===== config.mk =====
export PLATFORM = sky130hd
export DESIGN_NAME = mem_port_arbiter
export DESIGN_NICKNAME = d
export VERILOG_FILES = /design/src/rtl/mem_port_arbiter.sv
export SDC_FILE = /design/constraint.sdc
export NUM_CORES = 1
export LEC_CHECK = 0
export ABC_AREA = 0
export BUFFER_PORTS_ARGS = -buffer_cell sky130_fd_sc_hd__buf_2
export CORE_AREA = 2 2 107 109
export DETAILED_ROUTE_END_ITERATION = 16
export DIE_AREA = 0 0 109 111
export PLACE_DENSITY = 0.72
export SETUP_SLACK_MARGIN = 0.15
export SYNTH_ARGS = -nofsm -noshare
export SYNTH_HDL_FRONTEND = slang
export SYNTH_SLANG_ARGS = --single-unit

===== constraint.sdc =====
create_clock -name clk_i -period 1.5 [get_ports clk_i]
set_input_delay 0.3 -clock clk_i [delete_from_list [all_inputs] [get_ports clk_i]]
set_output_delay 0.3 -clock clk_i [all_outputs]
set_load 0.02 [all_outputs]

===== src/rtl/mem_port_arbiter.sv =====
// rtl/mem_port_arbiter.sv - single shared memory port arbiter for the fetch and load/store paths
// Optional MEM_ARB_STARVE_GUARD_EN limits how many data grants may pass a waiting fetch.
module mem_port_arbiter #(
    parameter int STARVE_LIMIT = 4
) (
    input  logic        clk_i,
    input  logic        rst_n_i,
    input  logic        if_req_i,
    input  logic [31:0] if_addr_i,
    output logic        if_gnt_o,
    output logic        if_rvalid_o,
    output logic [31:0] if_rdata_o,
    input  logic        d_req_i,
    input  logic        d_we_i,
    input  logic [3:0]  d_be_i,
    input  logic [31:0] d_addr_i,
    input  logic [31:0] d_wdata_i,
    output logic        d_gnt_o,
    output logic        d_rvalid_o,
    output logic [31:0] d_rdata_o,
    output logic        mem_req_o,
    output logic        mem_we_o,
    output logic [3:0]  mem_be_o,
    output logic [31:0] mem_addr_o,
    output logic [31:0] mem_wdata_o,
    input  logic        mem_gnt_i,
    input  logic        mem_rvalid_i,
    input  logic [31:0] mem_rdata_i
);

    typedef enum logic [1:0] {
        IDLE = 2'd0,
        REQ  = 2'd1,
        WAIT = 2'd2
    } state_e;

    state_e      state_q, state_d;
    logic        owner_q, owner_d;     // 1 = load/store path owns the transaction
    logic        we_q, we_d;
    logic [3:0]  be_q, be_d;
    logic [31:0] addr_q, addr_d;
    logic [31:0] wdata_q, wdata_d;
    logic        if_gnt_c, d_gnt_c;
    logic        fetch_force;

`ifdef MEM_ARB_STARVE_GUARD_EN
    localparam int CNT_W = $clog2(STARVE_LIMIT + 1);
    localparam logic [CNT_W-1:0] LIMIT_C = CNT_W'(STARVE_LIMIT);

    logic [CNT_W-1:0] starve_q, starve_d;

    assign fetch_force = if_req_i && (starve_q == LIMIT_C);

    // Counts data grants that overtook a pending fetch; any idle gap in fetch demand clears it.
    always_comb begin
        starve_d = starve_q;
        if (state_q == IDLE) begin
            if (!if_req_i || if_gnt_c) begin
                starve_d = '0;
            end else if (d_gnt_c && (starve_q != LIMIT_C)) begin
                starve_d = starve_q + 1'b1;
            end
        end
    end

    always_ff @(posedge clk_i or negedge rst_n_i) begin
        if (!rst_n_i) begin
            starve_q <= '0;
        end else begin
            starve_q <= starve_d;
        end
    end
`else
    logic unused_starve_limit;
    assign unused_starve_limit = ^STARVE_LIMIT;
    assign fetch_force         = 1'b0;
`endif

    always_comb begin
        state_d     = state_q;
        owner_d     = owner_q;
        we_d        = we_q;
        be_d        = be_q;
        addr_d      = addr_q;
        wdata_d     = wdata_q;
        if_gnt_c    = 1'b0;
        d_gnt_c     = 1'b0;
        mem_req_o   = 1'b0;
        if_rvalid_o = 1'b0;
        d_rvalid_o  = 1'b0;
        if_rdata_o  = '0;
        d_rdata_o   = '0;
        case (state_q)
            IDLE: begin
                if (d_req_i && !fetch_force) begin
                    d_gnt_c = 1'b1;
                    owner_d = 1'b1;
                    we_d    = d_we_i;
                    be_d    = d_be_i;
                    addr_d  = d_addr_i;
                    wdata_d = d_wdata_i;
                    state_d = REQ;
                end else if (if_req_i) begin
                    if_gnt_c = 1'b1;
                    owner_d  = 1'b0;
                    we_d     = 1'b0;
                    be_d     = 4'hF;
                    addr_d   = if_addr_i;
                    wdata_d  = '0;
                    state_d  = REQ;
                end
            end
            REQ: begin
                mem_req_o = 1'b1;
                if (mem_gnt_i) begin
                    state_d = WAIT;
                end
            end
            WAIT: begin
                if (mem_rvalid_i) begin
                    if (owner_q) begin
                        d_rvalid_o = 1'b1;
                        d_rdata_o  = mem_rdata_i;
                    end else begin
                        if_rvalid_o = 1'b1;
                        if_rdata_o  = mem_rdata_i;
                    end
                    state_d = IDLE;
                end
            end
            default: begin
                state_d = IDLE;
            end
        endcase
    end

    always_ff @(posedge clk_i or negedge rst_n_i) begin
        if (!rst_n_i) begin
            state_q <= IDLE;
            owner_q <= 1'b0;
            we_q    <= 1'b0;
            be_q    <= '0;
            addr_q  <= '0;
            wdata_q <= '0;
        end else begin
            state_q <= state_d;
            owner_q <= owner_d;
            we_q    <= we_d;
            be_q    <= be_d;
            addr_q  <= addr_d;
            wdata_q <= wdata_d;
        end
    end

    // Grants are combinational from the requests, so mask them while reset is held.
    assign if_gnt_o    = if_gnt_c & rst_n_i;
    assign d_gnt_o     = d_gnt_c & rst_n_i;
    assign mem_we_o    = we_q;
    assign mem_be_o    = be_q;
    assign mem_addr_o  = addr_q;
    assign mem_wdata_o = wdata_q;

endmodule


==> Flow_metrics.wiki <==
{| class="wikitable"
! Metric !! Value
|-
| Run status || complete, but fails checks
|-
| Failing checks || hold timing, setup timing
|-
| Chip Height || 111 um
|-
| Setup TNS Final || -34.05 ns
|-
| Slowest-stage cell, CP || sky130_fd_sc_hd__dfrtp_1
|-
| TritonCTS clock tree || built
|-
| Total iterations of the first detailed-routing run || 4
|-
| Share of layout cells above drive strength 1 || 0.802
|-
| VDD IR-drop max || 1.08 mV
|-
| Final hold slack || -0.00871 ns
|-
| Antenna violations before repair || 0
|-
| Filler instances || 859
|-
| Sequential fraction of the synthesis area || 0.493
|-
| Clock latency at the later pin of the worst-skew pair || 0.34 ns
|-
| Syn Std Cell Area || 3660 sq um
|-
| Worst Setup SP || owner_q$_DFFE_PN0P_
|-
| Commonest cells after routing, fill and taps aside || sky130_fd_sc_hd__buf_2 (211), sky130_fd_sc_hd__buf_6 (76), sky130_fd_sc_hd__dfrtp_1 (71)
|-
| Initial core utilization || 0.330
|-
| Unique cell type count in the Yosys netlist || 24
|-
| RR Startpoint || state_q[1]$_DFFE_PN0P_
|-
| Detail Placement HPWL || 8680 um
|-
| Drt wl/cell || 17.4 um
|-
| Maximum clock frequency || 532 MHz
|-
| Setup slack of the most critical reg-to-reg path || -0.21 ns
|-
| Min Tclk post-route || 1.88 ns
|-
| Data required time at the worst endpoint || 1.20 ns
|-
| Biggest cell delay along the critical path || 0.42 ns
|-
| DR vias || 3442
|-
| Startpoint-to-endpoint class of the critical path || reg -> out
|-
| Most common cell after layout, fill and taps aside || sky130_fd_sc_hd__buf_2
|-
| Clock slew at reported path FFs || 0.06 ns
|-
| GRT Total Usage || 0.205
|-
| Count of buffering cells on the critical path with inverters included || 2
|-
| Number of hold violations in the final report || 19
|-
| Syn-to-layout area delta || 80.4%
|-
| Total CTS buffers || 9
|-
| Total chip power || 12400 uW
|-
| Synthesized netlist cell count || 275
|-
| Quantity of I/O buffers inserted on ports || 276
|-
| Cell area power density || 1880 nW/um^2
|-
| Count of antenna-violating nets left after detailed routing || 0
|-
| Mapped Nets || 414
|-
| R2r endpoint || mem_addr_o[23]$_DFFE_PN0P_
|-
| Drc violations || 0
|-
| Final worst clock skew || 0.00719 ns
|-
| Leakage power || 0.00346 uW
|-
| Worst min-delay path class || in -> async
|-
| Number of failing setup endpoints in the final timing report || 138
|-
| Clock buffer depth || 2
|-
| Arrival @ worst endpoint || 1.58 ns
|-
| Critical path cell sequence || and4b_2 -> buf_12 -> and2_2 -> buf_2
|-
| Die X || 109 um
|-
| Boundary Pins || 277
|-
| Share of the cycle needed by the critical path after routing || 1.25
|-
| Minimum setup slack in the final design || -0.379 ns
|-
| Antenna cells || 0
|-
| Final-stage net count || 725
|-
| Count of warnings emitted by yosys || 0
|-
| Aggregate global routing overflow || 0
|-
| Via count of the first global-routing pass || 3636
|-
| Crit path capture || d_rdata_o[20]
|-
| Crit path max-delay family || simple AND/OR/NAND/NOR gates
|-
| Number of standard-cell rows in the floorplan || 39
|-
| Count of max-cap constraint violations || 0
|-
| RSZ-0062 raised after global routing || true
|-
| CTS HTree Levels || 3
|-
| Clk root buf || sky130_fd_sc_hd__clkbuf_16
|-
| Slew Limit Fails || 0
|-
| Max FO, Critical Path || 17
|-
| Pin count of the biggest net entering global routing || 54
|-
| Placer Congestion || 0.824
|-
| Nature of the critical path startpoint || register
|-
| Post-synthesis area per instance || 13.3 sq um
|-
| Total die area || 12100 sq um
|-
| Logic depth of the worst setup path including buffers || 4
|-
| Core area || 11100 sq um
|-
| Worst relative slew slack || 0.547
|-
| First-pass GRT wire length || 18900 um
|-
| Type of element capturing the critical path || output pin
|-
| DRC marker count from the first detailed-route iteration || 182
|-
| WL final || 12800 um
|-
| Worst reg2reg path depth || 8
|-
| Vias per std cell || 4.69
|-
| Count of state elements after synthesis || 72
|-
| Slew at the pin closest to its max-slew limit || 0.679 ns
|-
| Clock sink count || 72
|}
[layer usage]
layer | wire [um] | track usage
met5 | 0 | 0
met4 | 236 | 0.0675
met3 | 947 | 0.0488
met2 | 6890 | 0.379
met1 | 4680 | 0.225
[flip-flops by register name, summed over array words and instances, names as in the netlist]
| signal | cells |
|---|---|
| owner_q | 1 |
| mem_addr_o | 32 |
| mem_wdata_o | 32 |
| state_q | 2 |
| mem_we_o | 1 |
| mem_be_o | 4 |
[per-stage QoR]
step / utilization / instances / area (sq um) / setup WS (ns)
after floorplan: - / 275 / 3820 / 0.0174
after global placement: 0.485 / 691 / 5370 / -0.00182
after detailed placement: 0.485 / 691 / 5370 / -0.0370
after CTS: 0.582 / 729 / 6440 / -0.386
after global routing: 0.596 / 734 / 6600 / -0.437
final: 0.596 / 734 / 6600 / -0.379
[cells in the mapped netlist]
cell                       number  area (sq um)
sky130_fd_sc_hd__a21o_1         1          7.51
sky130_fd_sc_hd__a22o_1        33           289
sky130_fd_sc_hd__and2_1        65           407
sky130_fd_sc_hd__and3_1         1          6.26
sky130_fd_sc_hd__and4b_1        1          10.0
sky130_fd_sc_hd__buf_12         2          40.0
sky130_fd_sc_hd__buf_2          8          40.0
sky130_fd_sc_hd__buf_6          8          90.1
sky130_fd_sc_hd__buf_8          1          15.0
sky130_fd_sc_hd__clkbuf_1       2          7.51
sky130_fd_sc_hd__dfrtp_1       72          1800
sky130_fd_sc_hd__inv_1          1          3.75
sky130_fd_sc_hd__mux2_2        37           417
sky130_fd_sc_hd__mux2_4        27           405
sky130_fd_sc_hd__nand2_1        3          11.3
sky130_fd_sc_hd__nand2b_1       1          6.26
sky130_fd_sc_hd__nor2_4         1          11.3
sky130_fd_sc_hd__nor3b_1        1          7.51
sky130_fd_sc_hd__nor3b_2        1          12.5
sky130_fd_sc_hd__o21a_1         1          7.51
sky130_fd_sc_hd__o21ai_0        2          10.0
sky130_fd_sc_hd__o21ai_2        1          8.76
sky130_fd_sc_hd__o22a_1         4          35.0
sky130_fd_sc_hd__or2b_1         1          7.51
[repair_timing]
item | 4_1_cts | 5_1_grt
pin swaps | 13 | 32
endpoints found under the setup margin | 130 | 139
buffers inserted | 13 | 4
gates resized for setup | 131 | 40
hold buffers | 0 | 0
gates cloned | 9 | 1
[area by class of cell]
| class | instances | area (sq um) | area share |
|---|---|---|---|
| well taps | 143 | 179 | 0.0271 |
| inverters | 1 | 3.75 | 0.000569 |
| flip-flops and latches | 72 | 1800 | 0.273 |
| clock inverters | 6 | 67.6 | 0.0102 |
| multi-input cells | 181 | 1850 | 0.280 |
| repair buffers | 321 | 2460 | 0.372 |
| clock buffers | 10 | 239 | 0.0362 |
[cells by family after synthesis]
group / share of synthesized area
and+or+nand+nor: 0.131
DFF: 0.493
muxes: 0.225
AOI/OAI and AO/OA: 0.0978
buffers and inverters: 0.0537
[worst min path at each step]
stage,to,slack (ns)
floorplan,mem_addr_o[0]$_DFFE_PN0P_,0.004
global placement,mem_addr_o[29]$_DFFE_PN0P_,0.34
detailed placement,mem_addr_o[0]$_DFFE_PN0P_,0.35
CTS,mem_addr_o[23]$_DFFE_PN0P_,0.006
global route,mem_addr_o[23]$_DFFE_PN0P_,0.02
finish,mem_addr_o[0]$_DFFE_PN0P_,-0.009
[report_power, final]
group	leakage [uW]	internal (uW)	switching (uW)
registers	0.000873	2860	566
clock network	0.000145	1340	837
logic	0.00244	3640	3190
total	0.00346	7830	4590
Power figures use the tool's default switching activity.
